## src/rtl/dmem_if.sv

```systemverilog
// dmem_if: requester/memory bus for the shared data-memory arbiter.
// The slave side is the arbiter. The master side is the surrounding requesters and memory.
interface dmem_if #(parameter int DM_ADDRESS = 9);
    logic [1:0]            req, we, gnt, done, err;
    logic [2:0]            funct3_p0, funct3_p1;
    logic [DM_ADDRESS-1:0] addr_p0, addr_p1;
    logic [31:0]           wd_p0, wd_p1, rd, mem_addr, mem_wd, mem_rd;
    logic [3:0]            mem_wr;
    modport slave (
        input  req, we, funct3_p0, funct3_p1, addr_p0, addr_p1, wd_p0, wd_p1, mem_rd,
        output gnt, done, err, rd, mem_addr, mem_wd, mem_wr
    );
    modport master (
        output req, we, funct3_p0, funct3_p1, addr_p0, addr_p1, wd_p0, wd_p1, mem_rd,
        input  gnt, done, err, rd, mem_addr, mem_wd, mem_wr
    );
endinterface

```

## src/rtl/dmem_arbiter.sv

```systemverilog
// dmem_arbiter: round-robin sharing of a word-wide data memory between two ports.
// Sub-word loads are extracted here; sub-word stores use read-modify-write.
module dmem_arbiter #(
    parameter int DM_ADDRESS = 9,
    parameter int DATA_W     = 32
) (
    input logic   clk,
    input logic   rst_n,
    dmem_if.slave bus
);
    typedef enum logic [1:0] {IDLE, RD, WR, RESP} state_t;
    state_t                  r_state, w_next;
    logic                    r_rr_last, r_sel, r_we, r_err;
    logic [2:0]              r_f3;
    logic [DM_ADDRESS-1:0]   r_addr;
    logic [DATA_W-1:0]       r_word, r_rd;
    logic                    w_any, w_win, w_we, w_bad;
    logic [2:0]              w_f3;
    logic [DM_ADDRESS-1:0]   w_addr;
    logic [DM_ADDRESS-3:0]   w_widx;
    logic [DATA_W-1:0]       w_wd, w_load, w_mask, w_merge;
    logic [4:0]              w_sh;
    logic [7:0]              w_byte;
    logic [15:0]             w_half;

    always_comb begin
        w_any  = |bus.req;
        w_win  = &bus.req ? ~r_rr_last : bus.req[1];
        w_we   = bus.we[w_win];
        w_f3   = w_win ? bus.funct3_p1 : bus.funct3_p0;
        w_addr = w_win ? bus.addr_p1 : bus.addr_p0;
        w_wd   = w_win ? bus.wd_p1 : bus.wd_p0;
        w_bad  = (w_f3[1:0] == 2'b01 && w_addr[0]) || (w_f3[1:0] == 2'b10 && w_addr[1:0] != 2'b00) ||
                 w_f3[1:0] == 2'b11 || (w_we ? w_f3[2] : w_f3 == 3'b110);
        // Halves are always aligned, so the byte-lane shift also selects the half lane
        w_sh    = {r_addr[1:0], 3'b000};
        w_byte  = 8'(bus.mem_rd >> w_sh);
        w_half  = 16'(bus.mem_rd >> w_sh);
        w_load  = r_f3[1:0] == 2'b00 ? {{24{~r_f3[2] & w_byte[7]}}, w_byte} :
                  r_f3[1:0] == 2'b01 ? {{16{~r_f3[2] & w_half[15]}}, w_half} : bus.mem_rd;
        w_mask  = r_f3[0] ? DATA_W'(16'hFFFF) << w_sh : DATA_W'(8'hFF) << w_sh;
        w_merge = (bus.mem_rd & ~w_mask) | ((r_word << w_sh) & w_mask);
        w_next  = r_state == IDLE ? (!w_any ? IDLE : w_bad ? RESP : (w_we && w_f3[1:0] == 2'b10) ? WR : RD) :
                  r_state == RD   ? (r_we ? WR : RESP) :
                  r_state == WR   ? RESP : IDLE;
        w_widx  = r_state == IDLE ? (w_any ? w_addr[DM_ADDRESS-1:2] : '0) : r_addr[DM_ADDRESS-1:2];
        bus.gnt      = {2{r_state == IDLE && w_any && rst_n}} & {w_win, ~w_win};
        bus.done     = {2{r_state == RESP && rst_n}} & {r_sel, ~r_sel};
        bus.err      = bus.done & {2{r_err}};
        bus.mem_wr   = {4{r_state == WR && rst_n}};
        bus.mem_wd   = r_state == WR ? r_word : '0;
        bus.mem_addr = {{(32-DM_ADDRESS){1'b0}}, w_widx, 2'b00};
        bus.rd       = r_rd;
    end

    always_ff @(posedge clk) begin
        if (!rst_n) begin
            r_state   <= IDLE;
            r_rr_last <= 1'b1;
            r_sel     <= 1'b0;
            r_we      <= 1'b0;
            r_err     <= 1'b0;
            r_f3      <= '0;
            r_addr    <= '0;
            r_word    <= '0;
            r_rd      <= '0;
        end else begin
            r_state <= w_next;
            if (r_state == IDLE && w_any) begin
                r_sel     <= w_win;
                r_rr_last <= w_win;
                r_we      <= w_we;
                r_err     <= w_bad;
                r_f3      <= w_f3;
                r_addr    <= w_addr;
                r_word    <= w_wd;
            end
            if (r_state == RD && r_we)
                r_word <= w_merge;
            if (r_state == RD && !r_we)
                r_rd <= w_load;
        end
    end
endmodule

```

## src/flat_wrapper.sv

```systemverilog
// flat-port wrapper written by rule: the top's interface ports become plain ports
module dmem_arbiter_flat 
#(
    parameter int DM_ADDRESS = 9,
    parameter int DATA_W     = 32
)
  (clk, rst_n, bus_req, bus_we, bus_funct3_p0, bus_funct3_p1, bus_addr_p0, bus_addr_p1, bus_wd_p0, bus_wd_p1, bus_mem_rd, bus_gnt, bus_done, bus_err, bus_rd, bus_mem_addr, bus_mem_wd, bus_mem_wr);
  dmem_if #(.DM_ADDRESS(DM_ADDRESS)) bus_i ();
  input logic clk;
  input logic rst_n;
  input wire logic [$bits(bus_i.req)-1:0] bus_req;
  input wire logic [$bits(bus_i.we)-1:0] bus_we;
  input wire logic [$bits(bus_i.funct3_p0)-1:0] bus_funct3_p0;
  input wire logic [$bits(bus_i.funct3_p1)-1:0] bus_funct3_p1;
  input wire logic [$bits(bus_i.addr_p0)-1:0] bus_addr_p0;
  input wire logic [$bits(bus_i.addr_p1)-1:0] bus_addr_p1;
  input wire logic [$bits(bus_i.wd_p0)-1:0] bus_wd_p0;
  input wire logic [$bits(bus_i.wd_p1)-1:0] bus_wd_p1;
  input wire logic [$bits(bus_i.mem_rd)-1:0] bus_mem_rd;
  output wire logic [$bits(bus_i.gnt)-1:0] bus_gnt;
  output wire logic [$bits(bus_i.done)-1:0] bus_done;
  output wire logic [$bits(bus_i.err)-1:0] bus_err;
  output wire logic [$bits(bus_i.rd)-1:0] bus_rd;
  output wire logic [$bits(bus_i.mem_addr)-1:0] bus_mem_addr;
  output wire logic [$bits(bus_i.mem_wd)-1:0] bus_mem_wd;
  output wire logic [$bits(bus_i.mem_wr)-1:0] bus_mem_wr;
  assign bus_i.req = bus_req;
  assign bus_i.we = bus_we;
  assign bus_i.funct3_p0 = bus_funct3_p0;
  assign bus_i.funct3_p1 = bus_funct3_p1;
  assign bus_i.addr_p0 = bus_addr_p0;
  assign bus_i.addr_p1 = bus_addr_p1;
  assign bus_i.wd_p0 = bus_wd_p0;
  assign bus_i.wd_p1 = bus_wd_p1;
  assign bus_i.mem_rd = bus_mem_rd;
  assign bus_gnt = bus_i.gnt;
  assign bus_done = bus_i.done;
  assign bus_err = bus_i.err;
  assign bus_rd = bus_i.rd;
  assign bus_mem_addr = bus_i.mem_addr;
  assign bus_mem_wd = bus_i.mem_wd;
  assign bus_mem_wr = bus_i.mem_wr;
  dmem_arbiter #(.DM_ADDRESS(DM_ADDRESS), .DATA_W(DATA_W)) u_core (.clk(clk), .rst_n(rst_n), .bus(bus_i));
endmodule
```

## config.mk

```make
export PLATFORM = sky130hd
export DESIGN_NAME = dmem_arbiter_flat
export DESIGN_NICKNAME = d
export VERILOG_FILES = /design/src/rtl/dmem_if.sv /design/src/rtl/dmem_arbiter.sv /design/src/flat_wrapper.sv
export SDC_FILE = /design/constraint.sdc
export NUM_CORES = 1
export LEC_CHECK = 0
export BUFFER_PORTS_ARGS = -buffer_cell sky130_fd_sc_hd__buf_2
export CORE_ASPECT_RATIO = 0.9
export CORE_UTILIZATION = 45
export CTS_CLUSTER_DIAMETER = 30
export DETAILED_ROUTE_END_ITERATION = 7
export GPL_TIMING_DRIVEN = 1
export PLACE_DENSITY = 0.76
export RECOVER_POWER = 100
export SETUP_SLACK_MARGIN = 0.2
export SKIP_LAST_GASP = 1
export SYNTH_ARGS = -nofsm -noshare
export SYNTH_HDL_FRONTEND = slang
export SYNTH_SLANG_ARGS = --single-unit
```

## constraint.sdc

```tcl
create_clock -name clk -period 4.13 [get_ports clk]
set_clock_uncertainty 0.2 [all_clocks]
set_input_delay 0.2065 -clock clk [delete_from_list [all_inputs] [get_ports clk]]
set_output_delay 0.2065 -clock clk [all_outputs]
set_load 0.02 [all_outputs]
```

==> metrics, run 1 <==
WS Path Type flip-flop to output port; Post-Synth XOR/XNOR Area 0; Hold Path Stages 3; post-synthesis sequential area ratio 0.295; count of final hold-check violations 0; Simple-Gate Fraction of Synth Area 0.155; HP Start bus_mem_rd[20]; main combinational cell family by area after synthesis compound AO/OA/AOI/OAI gates; std cell rows 38; antenna-violating nets left 0; Starting Density 0.461; pwr/cell area around 600 mW/mm^2; Setup TNS 0 ps; Min Clock Period, post-route around 3100 ps; Residual DRC 0; First-pass DRT Iterations 6; die span in x 119 um; die height roughly 110 um; status finished with violations; Crit path max-delay family compound AO/OA/AOI/OAI gates; Core Util, Final 0.556; WP buf/inv 1; Max Transition Viols Final 76; max cap viols 2; most common cell after layout, fill and taps aside buf_2; final layout net count 1,025; Worst Tran Pin Value between 1500 and 2000 ps; crit path DAT about 2700 ps; register bit total from synthesis 82; PostCTS Resize Cnt 0; Placed Cells between 1,000 and 1,500; Max-slew headroom -0.183; clock root buffer clkbuf_16; most frequent cells in the layout 141 x buf_2, 95 x o21ai_0, 93 x nand2_1; Fill cells 1,215; unrepaired setup endpoints after global routing false; Worst Reg-to-Reg Cells 6; Ant. Diodes 0; Port Buffers 206; area fraction in compound gates after synthesis 0.328; Post-Layout Cell Count between 1,000 and 1,500; Final Wtd Congestion between 0.9 and 1; vias between 5,000 and 6,000; grt ovf 0; clock-pin slew of the registers on the worst-case setup and hold paths about 60 ps; Slowest cell on crit path a21boi_2; Setup Viol. Count Final 0; die area around 0.013 sq mm; Leak 2.85 nW; crit path launch type flip-flop; Synth Area in Adders 0.00898; Initial DRC Count around 500; fmax about 320 MHz; failing checks capacitance limit, slew limit; synth warn 0; share of cells above drive strength 1 0.217; first-pass GRT wire length between 20,000 and 30,000 um; CP Cell Sequence a21boi_2 > mux2_2 > nand2_1 > o21ai_0 > clkbuf_1; Final period util 0.753; DP Worst Slack 1520 ps; initial antenna violation count 0; Netlist Area Pre-Place roughly 0.0056 sq mm; Worst setup EP type output port; reg2reg setup slack between 1000 and 1500 ps; library cells used by synthesis 48; final wirelength 17,200 um; wire length per cell 16.2 um; ranking of synthesized cells by area dfxtp_1 29%, o21ai_0 8.6%, a21oi_1 7.0%, mux2i_1 6.6%, nand2_1 6.2%; VDD IR max ~0.00027 V; H-tree depth 3; min-delay worst type input pin to flip-flop; Worst path max stage delay around 1200 ps; syn_area_per_cell between 7 and 8 sq um; CTS tree done; share of the synthesized area in the top cell type 0.295; Skew-Pair Late Insertion Delay roughly 340 ps; Synth area leader dfxtp_1; Max clock buf depth 2; Num CTS Buffers 9; R2R Path End u_core.r_word[15]; vias per cell between 5 and 6; CTS sink cnt 82; vias in the first global route between 5,000 and 6,000; post-synthesis mux area share 0.105; Crit path required time between 3000 and 4000 ps; Cells after Synth around 740; area growth from synthesis to layout 20.4%; # IOs ~230; largest net degree at the start of global routing between 40 and 50; Hold EP u_core.bus.rd[20]; Crit Path Max Fanout 30; core area 0.0121 sq mm; Critical R2R Launch u_core.r_rr_last; post-route setup slack approximately 1000 ps; global-route usage over all layers 0.264; final HPWL from detailed placement between 10,000 and 15,000 um
## cell usage after synthesis (all sizes together)
cell type and number:
a311oi 1, o21bai 4, o22ai 13, a21oi 88
and2 38, a2bb2oi 8, inv 20, nor2 27
nor4 1, nor3b 1, mux4 1, a221oi 19
nor2b 10, a32oi 4, a211oi 1, conb 1
o211a 2, and3 6, a31o 1, dfxtp 82
a31oi 1, a21boi 19, clkbuf 43, mux2 17
a21o 4, a211o 1, ha 4, o22a 1
nor3 4, o21ai 96, a22oi 12, nand2b 2
o31a 1, buf 53, mux2i 37, nand3 5
nand2 93, o21a 1, o221ai 14, clkinv 1
## cell families (layout without fill, tap and decap cells)
kind of cell | Yosys count | count (layout)
AOI/OAI and AO/OA | 291 | 291
and+or+nand+nor | 187 | 187
muxes | 55 | 55
buffers and inverters | 117 | 256
other | 1 | 25
DFF | 82 | 82
adders and majority gates | 4 | 4
## worst register-to-register path: cells and delay by family (launching register included)
kind | cells | cell delay (ps)
AO/OA/AOI/OAI | 3 | 1460
buffers and inverters | 1 | 550
flip-flops | 1 | 340
multiplexers | 1 | 270
AND/OR/NAND/NOR | 1 | 70
## worst max path at each step
stage                            startpoint                 to  slack [ps]  cells past startpoint
after global placement           bus_req[1]  u_core.r_word[15]        1520                      7
after CTS                 u_core.r_state[0]    bus_mem_addr[5]        1400                      7
after detailed placement   u_core.r_addr[1]   u_core.bus.rd[3]        1520                      5
final                      u_core.r_rr_last    bus_mem_addr[3]        1020                      5
after floorplan           u_core.r_state[0]         bus_gnt[0]        2070                      6
after global routing                  rst_n  u_core.bus.rd[21]         670                      4
## metal layers
metal / vias to the layer above / track usage / wire [um]
met5: - / 0 / 0
met4: 0 / 0.102 / 286
met3: 24 / 0.0376 / 1670
met2: 306 / 0.419 / 7770
met1: 2652 / 0.363 / 7480
li1: 2892 / - / -
## cell type report
type / instances / area [sq um] / area share
clock buffers: 10 / 239 / 0.0356
clock inverters: 6 / 80.1 / 0.0119
inverters: 21 / 78.8 / 0.0117
flip-flops and latches: 82 / 1640 / 0.245
well taps: 160 / 200 / 0.0298
multi-input cells: 562 / 3420 / 0.510
repair buffers: 219 / 1050 / 0.156
## timing repair
item,4_1_cts,5_1_grt
hold endpoints to repair,4,0
setup buffers,0,0
hold buffers,4,0
## metrics by stage
stage / hold WS, ps / cell area (sq um) / power (mW)
after floorplan: 170 / 5660 / 2.68
after global placement: 253 / 6460 / 3.16
after detailed placement: 257 / 6460 / 3.18
after CTS: 6.27 / 6820 / 4.06
after global routing: 28.4 / 6710 / 4.28
final: 14.7 / 6710 / 4.00
## report_power, final
part | switching, mW | internal, mW
sequential | 0.245 | 1.04
clock | 0.323 | 0.541
combinational | 1.21 | 0.636
total | 1.78 | 2.22
Power figures use the tool's default switching activity.
==> inputs of run 2 (changes only) <==
- clock period: 4.13 -> 3.15 ns (I/O delays scaled with it)
==> run 2 against run 1 <==
Compared with the run above: via count grew 3.1%; the flow finishes with violations (hold timing); cell area up 2.5%; routed wire length is 2.5% higher.
==> metrics, run 2 (same netlist as run 1, synthesis figures left out) <==
First-pass DRT Iterations 5 (was 6); core area 0.0121 sq mm (unchanged); Num CTS Buffers 9 (unchanged); grt ovf 0 (unchanged); count of final hold-check violations 1 (was 0); vias per cell 5.61 (was 5.54); std cell rows 38 (unchanged); hold bufs inserted after CTS 12 (was 4); Crit path required time 2790 ps (was 3720 ps); Ant. Diodes 0 (unchanged); Int Pwr 2.97 mW (was 2.22 mW); Hold EP u_core.r_rr_last (was u_core.bus.rd[20]); CTS sink cnt 82 (unchanged); crit path DAT 2280 ps (was 2710 ps); largest net degree at the start of global routing 44 (was 49); Starting Density 0.461 (unchanged); Max Transition Viols Final 0 (was 76); die height 108 um (unchanged); final layout net count 1,044 (was 1,025); crit path launch type flip-flop (unchanged); Residual DRC 0 (unchanged); busiest grt layer met2 (unchanged); Placed Cells 1,051 (was 1,040); status finished with violations (unchanged); WP buf/inv 1 (unchanged); Worst path max stage delay 820 ps (was 1230 ps); Port Buffers 206 (unchanged); reg2reg setup slack 550 ps (was 1080 ps); HP Start bus_req[1] (was bus_mem_rd[20]); vias in the first global route 5,444 (was 5,163); Leak 2.94 nW (was 2.85 nW); Post-CTS Setup Inserts 0 (unchanged); Critical R2R Launch u_core.r_addr[0] (was u_core.r_rr_last); # IOs 232 (unchanged); Final Wtd Congestion 0.955 (was 0.921); WS Path Type flip-flop to output port (unchanged); Core Util, Final 0.569 (was 0.556); failing checks hold timing (was capacitance limit, slew limit); antenna-violating nets left 0 (unchanged); pwr/cell area 776 mW/mm^2 (was 597 mW/mm^2); Setup Viol. Count Final 0 (unchanged); Hold Path Stages 3 (unchanged); Skew-Pair Late Insertion Delay 340 ps (about the same); Max-slew headroom 0.256 (was -0.183); Net Sw Power 2.37 mW (was 1.78 mW); PostCTS Resize Cnt 0 (unchanged); Setup TNS 0 ps (unchanged); first-pass GRT wire length 28,000 um (was 26,800 um); final wirelength 17,600 um (was 17,200 um); max cap viols 0 (was 2); min-delay worst type input pin to flip-flop (unchanged); share of cells above drive strength 1 0.222 (was 0.217); area growth from synthesis to layout 23.4% (was 20.4%); Slowest cell on crit path a21boi_2 (unchanged); grt met1 use 0.379 (was 0.363); final HPWL from detailed placement 12,900 um (was 12,500 um); unrepaired setup endpoints after global routing false (unchanged); Clk network pwr share 0.216 (about the same); clock root buffer clkbuf_16 (unchanged); Crit path max-delay family compound AO/OA/AOI/OAI gates (unchanged); die area 0.0128 sq mm (unchanged); M3 GR Usage 0.0434 (was 0.0376); sequential power share 0.312 (was 0.322); GR Util met2 0.434 (was 0.419); wire length per cell 16.3 um (was 16.2 um); final hold slack -2.09 ps (was 14.7 ps); Worst setup EP type output port (unchanged); VDD IR max 0.000445 V (was 0.000269 V); H-tree depth 3 (unchanged); Combinational Power Share 0.472 (was 0.462); Switching Share 0.444 (was 0.445); die span in x 119 um (unchanged); Worst Tran Pin Value 1120 ps (was 1770 ps); Final period util 0.837; Initial DRC Count 472 (was 507); fmax around 380 MHz; Post-Layout Cell Count 1,079 (was 1,060); Worst Reg-to-Reg Cells 6 (unchanged); CP Cell Sequence a21boi_2 > mux2_2 > nand2_1 > o21ai_0 > clkbuf_1 (unchanged); initial antenna violation count 0 (unchanged); most common cell after layout, fill and taps aside buf_2 (unchanged); Max clock buf depth 2 (unchanged); CTS tree done (unchanged); vias 6,056 (was 5,874); Min Clock Period, post-route about 2600 ps; clock-pin slew of the registers on the worst-case setup and hold paths 60 ps (about the same); most frequent cells in the layout 143 x buf_2, 95 x o21ai_0, 93 x nand2_1 (was 141 x buf_2, 95 x o21ai_0, 93 x nand2_1); Crit Path Max Fanout 19 (was 30); global-route usage over all layers 0.273 (was 0.264)
run 2: cell types whose count changed in the layout (fill, tap and decap cells not counted), moves of 2 or more:
cell           before  now
buf_2             141  143
a21oi_1            79   81
a21oi_2             8    6
clkinv_2            4    1
dlygate4sd3_1       4   12
clkinv_4            0    2
buf_4               7   16
run 2: power groups by stage:
| stage | logic (mW) | clock network [mW] | registers (mW) |
|---|---|---|---|
| floorplan | 1.81 | 0 | 1.71 |
| global placement | 2.56 | 0 | 1.67 |
| detailed placement | 2.58 | 0 | 1.67 |
| CTS | 2.60 | 1.16 | 1.65 |
| global route | 2.78 | 1.20 | 1.71 |
| finish | 2.52 | 1.15 | 1.66 |
run 2: per-layer routing:
layer / wire [um] / vias to the layer above
met3: 1620 / 40
met4: 406 / 0
met5: 0 / -
li1: - / 2931
met1: 7670 / 2757
met2: 7930 / 328
run 2: how the worst max path moves through the flow:
stage	start	end	slack, ps	cells after the start
2_1_floorplan	u_core.r_state[0]	bus_gnt[0]	1140	6
3_3_place_gp	u_core.r_state[1]	u_core.r_word[15]	960	7
3_5_place_dp	u_core.r_state[0]	u_core.r_state[0]	890	8
4_1_cts	u_core.r_state[0]	bus_mem_wd[2]	770	5
5_1_grt	u_core.r_rr_last	bus_mem_addr[8]	330	5
6_report	u_core.r_rr_last	bus_mem_addr[5]	510	5
run 2: area by class of cell:
type / count / area, sq um
repair buffers: 238 / 1220
well taps: 160 / 200
flip-flops and latches: 82 / 1640
fillers: 1237 / 5200
inverters: 21 / 78.8
clock inverters: 6 / 90.1
clock buffers: 10 / 239
multi-input cells: 562 / 3400
run 2: worst register-to-register path, cell delays in order (launching register included):
cell,delay (ps)
dfxtp_1,620
clkbuf_1,660
and2_0,490
a221oi_1,140
o21ai_0,180
nand2_1,110
a21oi_1,130
run 2: per-stage QoR:
stage | instance area (sq um) | setup WS (ps) | power (mW)
after CTS | 7010 | 766 | 5.41
final | 6880 | 515 | 5.33
after floorplan | 5660 | 1140 | 3.51
after global placement | 6560 | 955 | 4.23
after global routing | 6880 | 331 | 5.69
after detailed placement | 6560 | 894 | 4.25
